===== src/rtl/seq_muldiv_alu.sv =====
// Multi-cycle signed DIV/MUL/REM/MULH on L-bit operands: one shift-add or
// restoring-divide step per clock, Start/Busy/Done handshake, flag-word pass-through.
//
// state | meaning
// IDLE  | waiting for Start, Busy=0
// RUN   | L iterations on operand magnitudes
// SIGN  | apply sign, build flags, register R/FlagsOut and pulse Done
module seq_muldiv_alu #(
  parameter int L      = 16,
  parameter int OpBits = 2
) (
  input  logic              Clk,
  input  logic              Reset,
  input  logic              Start,
  input  logic [OpBits-1:0] Operation,
  input  logic [L-1:0]      A,
  input  logic [L-1:0]      B,
  input  logic [L-1:0]      FlagsIn,
  output logic              Busy,
  output logic              Done,
  output logic [L-1:0]      R,
  output logic [L-1:0]      FlagsOut
);

  localparam int CW = $clog2(L);
  localparam logic [OpBits-1:0] OP_DIV  = OpBits'(0);
  localparam logic [OpBits-1:0] OP_MUL  = OpBits'(1);
  localparam logic [OpBits-1:0] OP_REM  = OpBits'(2);
  localparam logic [OpBits-1:0] OP_MULH = OpBits'(3);

  typedef enum logic [1:0] {S_IDLE, S_RUN, S_SIGN} state_t;

  state_t            state_q, state_d;
  logic [OpBits-1:0] op_q, op_d;
  logic [L-1:0]      a_mag_q, a_mag_d, b_mag_q, b_mag_d;
  logic              sa_q, sa_d, sb_q, sb_d;
  logic [L-1:0]      fin_q, fin_d;
  logic [CW-1:0]     cnt_q, cnt_d;
  logic [L-1:0]      acc_q, acc_d, lo_q, lo_d;
  logic [L-1:0]      r_q, r_d, fo_q, fo_d;
  logic              done_q, done_d;

  logic              is_mul, neg_w;
  logic [L-1:0]      a_abs, b_abs, q_w, rm_w, res_w;
  logic [L:0]        add_w, shift_w, sub_w;
  logic [2*L-1:0]    prod_w, sprod_w;
  logic [3:0]        flg_w;

  always_comb begin
    state_d = state_q;
    op_d    = op_q;
    a_mag_d = a_mag_q;
    b_mag_d = b_mag_q;
    sa_d    = sa_q;
    sb_d    = sb_q;
    fin_d   = fin_q;
    cnt_d   = cnt_q;
    acc_d   = acc_q;
    lo_d    = lo_q;
    r_d     = r_q;
    fo_d    = fo_q;
    done_d  = 1'b0;

    a_abs   = A[L-1] ? -A : A;
    b_abs   = B[L-1] ? -B : B;
    is_mul  = (op_q == OP_MUL) || (op_q == OP_MULH);
    neg_w   = sa_q ^ sb_q;
    add_w   = {1'b0, acc_q} + {1'b0, a_mag_q};
    shift_w = {acc_q, lo_q[L-1]};
    sub_w   = shift_w - {1'b0, b_mag_q};
    prod_w  = {acc_q, lo_q};
    // Two's-complement negation of zero is zero, so no -0 can arise.
    sprod_w = neg_w ? -prod_w : prod_w;
    q_w     = neg_w ? -lo_q : lo_q;
    rm_w    = sa_q ? -acc_q : acc_q;
    res_w   = '0;
    flg_w   = fin_q[3:0];

    case (state_q)
      S_IDLE: begin
        if (Start) begin
          state_d = S_RUN;
          op_d    = Operation;
          sa_d    = A[L-1];
          sb_d    = B[L-1];
          a_mag_d = a_abs;
          b_mag_d = b_abs;
          fin_d   = FlagsIn;
          cnt_d   = CW'(L - 1);
          acc_d   = '0;
          lo_d    = ((Operation == OP_MUL) || (Operation == OP_MULH)) ? b_abs : a_abs;
        end
      end
      S_RUN: begin
        if (is_mul) begin
          if (lo_q[0]) begin
            acc_d = add_w[L:1];
            lo_d  = {add_w[0], lo_q[L-1:1]};
          end else begin
            acc_d = {1'b0, acc_q[L-1:1]};
            lo_d  = {acc_q[0], lo_q[L-1:1]};
          end
        end else if (!sub_w[L]) begin
          acc_d = sub_w[L-1:0];
          lo_d  = {lo_q[L-2:0], 1'b1};
        end else begin
          acc_d = shift_w[L-1:0];
          lo_d  = {lo_q[L-2:0], 1'b0};
        end
        if (cnt_q == '0) state_d = S_SIGN;
        else             cnt_d   = cnt_q - 1'b1;
      end
      S_SIGN: begin
        case (op_q)
          OP_DIV, OP_REM: begin
            if (b_mag_q == '0) begin
              res_w      = '0;
              flg_w[2:0] = 3'b010;
            end else begin
              res_w    = (op_q == OP_DIV) ? q_w : rm_w;
              flg_w[0] = |acc_q;
              flg_w[1] = 1'b0;
              // Only |A|=2^(L-1), |B|=1 with positive sign overflows the quotient.
              flg_w[2] = (op_q == OP_DIV) && lo_q[L-1] && !neg_w;
            end
          end
          OP_MUL: begin
            res_w    = sprod_w[L-1:0];
            flg_w[3] = !((&sprod_w[2*L-1:L-1]) || !(|sprod_w[2*L-1:L-1]));
          end
          default: res_w = sprod_w[2*L-1:L];
        endcase
        r_d     = res_w;
        fo_d    = {fin_q[L-1:4], flg_w};
        done_d  = 1'b1;
        state_d = S_IDLE;
      end
      default: state_d = S_IDLE;
    endcase
  end

  always_ff @(posedge Clk) begin
    if (Reset) begin
      state_q <= S_IDLE;
      op_q    <= '0;
      a_mag_q <= '0;
      b_mag_q <= '0;
      sa_q    <= 1'b0;
      sb_q    <= 1'b0;
      fin_q   <= '0;
      cnt_q   <= '0;
      acc_q   <= '0;
      lo_q    <= '0;
      r_q     <= '0;
      fo_q    <= '0;
      done_q  <= 1'b0;
    end else begin
      state_q <= state_d;
      op_q    <= op_d;
      a_mag_q <= a_mag_d;
      b_mag_q <= b_mag_d;
      sa_q    <= sa_d;
      sb_q    <= sb_d;
      fin_q   <= fin_d;
      cnt_q   <= cnt_d;
      acc_q   <= acc_d;
      lo_q    <= lo_d;
      r_q     <= r_d;
      fo_q    <= fo_d;
      done_q  <= done_d;
    end
  end

  assign Busy     = (state_q != S_IDLE);
  assign Done     = done_q;
  assign R        = r_q;
  assign FlagsOut = fo_q;

endmodule


===== config.mk =====
export PLATFORM = sky130hd
export DESIGN_NAME = seq_muldiv_alu
export DESIGN_NICKNAME = d
export VERILOG_FILES = /design/src/rtl/seq_muldiv_alu.sv
export SDC_FILE = /design/constraint.sdc
export NUM_CORES = 1
export LEC_CHECK = 0
export ABC_CLOCK_PERIOD_IN_PS = 11100
export CORE_AREA = 4 4 145 147
export DETAILED_ROUTE_END_ITERATION = 8
export DIE_AREA = 0 0 149 151
export PLACE_DENSITY = 0.61
export SETUP_SLACK_MARGIN = 0.02
export SLEW_MARGIN = 10
export SYNTH_ARGS = -nofsm -noshare
export SYNTH_HDL_FRONTEND = slang
export SYNTH_SLANG_ARGS = --single-unit

===== constraint.sdc =====
create_clock -name Clk -period 11.1 [get_ports Clk]
set_clock_uncertainty 0.2 [all_clocks]
set_input_delay 1.665 -clock Clk [delete_from_list [all_inputs] [get_ports Clk]]
set_output_delay 1.665 -clock Clk [all_outputs]
set_load 0.05 [all_outputs]

---- After elaboration in Yosys (flattened, before gate mapping) ----
Cells that the tools add are included.
storage, ports and cells
  register bits after elaboration ......... 123
  input bits .............................. 53
  output and inout port bits .............. 34
cells by class
  $add $sub $neg .......................... 8
  equality and inequality tests ........... 10
  mux-type cells .......................... 29
  bitwise gates (word level) .............. 1
  reduce and logical (&&, ||, !) cells .... 22
operators by type and width
  kind                                               count
  two-way mux 16 bit                                 14
  case mux 16 bit (2 select lines)                   3
  negator 16 bit                                     4
  two-way mux 32 bit                                 1
  negator 32 bit                                     1
  adder 16 x 16 -> 17 bit                            1
  AND reduction 17 bit                               1
  OR reduction 17 bit                                1
  subtractor 17 x 16 -> 17 bit                       1
  zero test 16 bit                                   1
  OR reduction 16 bit                                1
  == test 2 bit (second input constant)              4
  two-way mux 4 bit                                  2
  case mux 4 bit (2 select lines)                    1
  == test 2 x 1 -> 1 bit (second input constant)     3
  two-way mux 3 bit                                  2
  != test 2 bit (second input constant)              3
  AND reduction 2 bit                                3
  zero test 2 bit                                    2
  zero test 4 bit                                    1
  two-way mux 2 bit                                  2
  case mux 2 bit (2 select lines)                    1
  nonzero test 2 bit                                 2
  subtractor 4 x 1 -> 4 bit (second input constant)  1
  other kinds (7)                                    14

---- Logic depth before layout (Yosys ltp) ----
  word-level depth ........................ 7
  mapped depth ............................ 13

---- Worst setup path before layout ----
No wires, ideal clock.
  path type ............................... input -> register
  from .................................... input B[4]
  to ...................................... register lo_q[14]
  setup time .............................. 0.086 ns
  arrival ................................. 3.538 ns
  setup slack ............................. 7.276 ns
  stages .................................. 9
  buffers on the path ..................... 0
  path through ............................ nor3_1 nand3b_1 or2_2 or3_1 o21ai_0 xor2_1 mux2_2 o211a_1 a211oi_1
on the way
  longest elaborated chain between the ends .. 5
RTL lines
  element                           line  source
  start: declaration                17    input logic [L-1:0] B,
  negator 16 bit                    65    b_abs = B[L-1] ? -B : B;
  two-way mux 16 bit                65
  two-way mux 16 bit                91    lo_d = ((Operation == OP_MUL) || (Operation == OP_MULH)) ? b_abs : a_abs;
  two-way mux 16 bit                81    if (Start) begin
  case mux 16 bit (2 select lines)  79    case (state_q)
  end signal: assignment            167   lo_q <= lo_d;
  end: declaration                  39    logic [L-1:0] acc_q, acc_d, lo_q, lo_d;
Every way passes these cells. The select of a mux whose other input is x is not followed.
A chain may end at the register's enable or synchronous reset.

---- Final worst setup path ----
  from .................................... register acc_q[0]
  to ...................................... register acc_q[0]
on the way
  longest elaborated chain between the ends .. 4
  elaborated cells on any way between the ends .. 6
  those cells by class .................... add/sub (2); mux (4)
RTL lines
  element                                                                  line     source
  start: declaration                                                       39
  start signal: assignment                                                 152      acc_q <= '0;
  start signal: assignment                                                 166      acc_q <= acc_d;
  subtractor 17 x 16 -> 17 bit or adder 16 x 16 -> 17 bit (tied branches)  70, 68
  two-way mux 16 bit, on equally long branches                             103, 96
  two-way mux 16 bit *                                                     95       if (is_mul) begin
  case mux 16 bit (2 select lines) *                                       79
Mark *: on every way between the ends. The rest lies on a longest branch, timed or not.

==> metrics.md <==
| Metric | Value |
|---|---|
| Worst Path Arrival | 4.43 ns |
| Final HPWL DP | 19.2 mm |
| Cts bufs inserted | 17 |
| First-pass GRT wire length | 42.0 mm |
| Synth Area in Compound Gates | 0.254 |
| Critical path origin | acc_q[0]$_SDFFE_PP0P_ |
| Core footprint | 19900 sq um |
| Top post-synthesis cells by area | dfxtp_1 28%, a21oi_1 6.9%, nand2_1 6.1% |
| Final Util | 0.516 |
| WP buf/inv | 1 |
| Worst slew pin tran | 1.17 ns |
| Top Ports | 87 |
| Adder-cell share of the synthesized area | 0.0576 |
| Routed vias/inst | 5.70 |
| DR vias | 8379 |
| P_leak | 3.87 nW |
| Crit end category | register |
| Outcome | finished clean |
| Area of the die | 22500 sq um |
| First-pass detailed-route iteration total | 5 |
| CTS tree | yes |
| Maximum clock rate | 0.233 GHz |
| Total power | 0.00174 W |
| CP delay by family, top | compound AO/OA/AOI/OAI gates |
| Pwr Density | 170 nW/um^2 |
| CTS Hold Bufs | 0 |
| Slew Limit Fails | 0 |
| Resize count post-CTS | 0 |
| Fillers | 1993 |
| Clk Latency, worst-skew pair | 0.43 ns |
| Final Instance Count excl. Fillers | 1469 |
| Crit path launch type | register |
| Die W | 149 um |
| Die height | 151 um |
| Post-synth EDFFs | 0 |
| Root Buffer | clkbuf_16 |
| ANT cells | 0 |
| Port bufs | 86 |
| Slowest cell on crit path | dfxtp_1 |
| Final Setup Violations | 0 |
| Yosys top cell by area | dfxtp_1 |
| Storage cell area | 2460 sq um |
| Worst VDD drop | 120 uV |
| Final min period | 4.30 ns |
| Asr flop ratio synth | 0 |
| R2R cell count | 11 |
| Mapped cell area | 8730 sq um |
| RSZ-0062 raised after global routing | false |
| # clock sinks | 123 |
| Gpl congestion | 0.944 |
| Syn Area/Cell | 7.55 sq um |
| Origin of the critical flop-to-flop path | acc_q[0]$_SDFFE_PP0P_ |
| H-tree depth | 4 |
| Yosys top cell area share | 0.282 |
| Crit path depth | 11 |
| Post-Synth Simple-Gate Area | 0.214 |
| # nets final | 1278 |
| Critical path's largest stage delay | 0.64 ns |
| Synth Instances | 1156 |
| Main combinational cell family by area after synthesis | compound AO/OA/AOI/OAI gates |
| Ys Warns | 0 |
| Critical path, cell by cell | inv_1, fa_1, nor2b_1, o211ai_1, a21oi_1, a221oi_1, o31ai_2, xnor2_1, nor2_1, a211o_1, a311oi_1 |
| Max-cap violation count | 0 |
| Xor-xnor portion of the synthesized cell area | 0.0941 |
| Final worst-path cycle share | 0.387 |
| Worst reg2reg setup slack | 6.80 ns |
| Initial Util | 0.439 |
| WP data required | 11.23 ns |
| GRT Total Usage | 0.235 |
| Final ANT Viol Nets | 0 |
| Drt initial violations | 699 |
| DRC | 0 |
| Synthesis-to-finish area growth | 17.6% |
| Setup TNS Final | 0 ns |
| WS Path Type | register to register |
| Final Hold Vio Count | 0 |
| Vias in the first global route | 7565 |
| FP Rows | 52 |
| Share of cells above drive strength 1 | 0.0575 |
| Post-CTS Setup Bufs | 0 |
| Number of synthesized register bits | 123 |
| Drt total wl | 26.6 mm |
| Synth unique cells | 72 |
| Largest net degree at the start of global routing | 92 |
| Syn Nets | 1248 |
| CTS max path bufs | 2 |
| Hold WS | 0.250 ns |
| Seq/Total Area, Yosys | 0.282 |
| Critical Path End | acc_q[0]$_SDFFE_PP0P_ |
| Grt total ovfl | 0 |
| Worst Hold Class | register to register |
| Initial antenna violation count | 0 |
| Mux contribution to synthesized area | 0.0440 |
| Area of the multi-input gates | 5810 sq um |
| Ys flop type | dfxtp_1 |
| Clock transition at the registers of the reported paths | 0.07 ns |
| Placed insts | 1437 |
| Worst r2r dst | acc_q[0]$_SDFFE_PP0P_ |
| CP max FO | 13 |
| Wire per inst | 18.1 um |
| Slew margin rel. | 0.217 |
## cell usage after synthesis, types with 14 or more instances
master	n
or3_1	14
nor2_1	120
xnor2_1	45
clkbuf_1	67
o21ai_0	50
nand2b_1	14
mux2i_1	35
o31ai_1	16
a211oi_1	71
dfxtp_1	123
a21oi_1	120
xor2_1	47
nor3_1	25
ha_1	37
nand2_1	143
inv_1	32
nor2b_1	16
## cells by family after synthesis
group                    after synthesis
AO/OA/AOI/OAI                        344
XOR/XNOR                              93
adder cells (fa/ha/maj)               39
buffers and inverters                119
flip-flops                           123
multiplexers                          38
AND/OR/NAND/NOR                      400
## state kept, by name, summed over array words and instances (netlist names)
register	flops
FlagsOut	16
R	16
a_mag_q	16
acc_q	16
b_mag_q	16
fin_q	16
lo_q	16
cnt_q	4
op_q	2
state_q	2
Done	1
sa_q	1
sb_q	1
## per-stage QoR
stage,instance area (sq um),setup slack [ns]
floorplan,8730,7.28
global placement,9680,6.66
detailed placement,9680,6.63
CTS,10300,6.90
global route,10300,6.53
finish,10300,6.80
## power by group
part / switching [W] / internal, W
clock network: 0.000253 / 0.000303
registers: 0.0000743 / 0.000479
logic: 0.000372 / 0.000260
total: 0.000700 / 0.00104
## layout make-up
class / instances / area share
timing repair buffer: 97 / 0.0916
sequential: 123 / 0.240
multi-input combinational: 914 / 0.566
inverter: 33 / 0.0121
clock inverter: 15 / 0.0166
tap: 270 / 0.0329
clock buffer: 17 / 0.0414
## cells in the final DEF, fill, tap and decap left out, types with 37 or more instances in the layout
cell type and instances:
nand2_1 143, dfxtp_1 122, nor2_1 120, a21oi_1 120
clkdlybuf4s50_1 85, a211oi_1 71, o21ai_0 50, xor2_1 47
xnor2_1 44, ha_1 37
## routing by layer
metal | part of all wire | track usage
met1 | 0.48 | 0.341
met2 | 0.45 | 0.363
met3 | 0.051 | 0.0335
met5 | 0 | 0
met4 | 0.019 | 0.0682
## worst min path at each step
| stage | start | slack (ns) | depth (start not counted) | to |
|---|---|---|---|---|
| finish | fin_q[10]$_SDFFE_PP0P_ | 0.25 | 2 | FlagsOut[10]$_SDFFE_PP0P_ |
| global route | fin_q[7]$_SDFFE_PP0P_ | 0.26 | 2 | FlagsOut[7]$_SDFFE_PP0P_ |
| CTS | fin_q[7]$_SDFFE_PP0P_ | 0.25 | 2 | FlagsOut[7]$_SDFFE_PP0P_ |
| detailed placement | fin_q[10]$_SDFFE_PP0P_ | 0.24 | 2 | FlagsOut[10]$_SDFFE_PP0P_ |
| global placement | fin_q[7]$_SDFFE_PP0P_ | 0.24 | 2 | FlagsOut[7]$_SDFFE_PP0P_ |
| floorplan | fin_q[10]$_SDFFE_PP0P_ | 0.23 | 2 | FlagsOut[10]$_SDFFE_PP0P_ |
## tightest hold or removal path, cell delays in order (launching register included)
cell     delay, ns
dfxtp_1       0.31
nand2_1       0.05
a21oi_1       0.05
No activity file was read; power rests on OpenSTA's default activity.
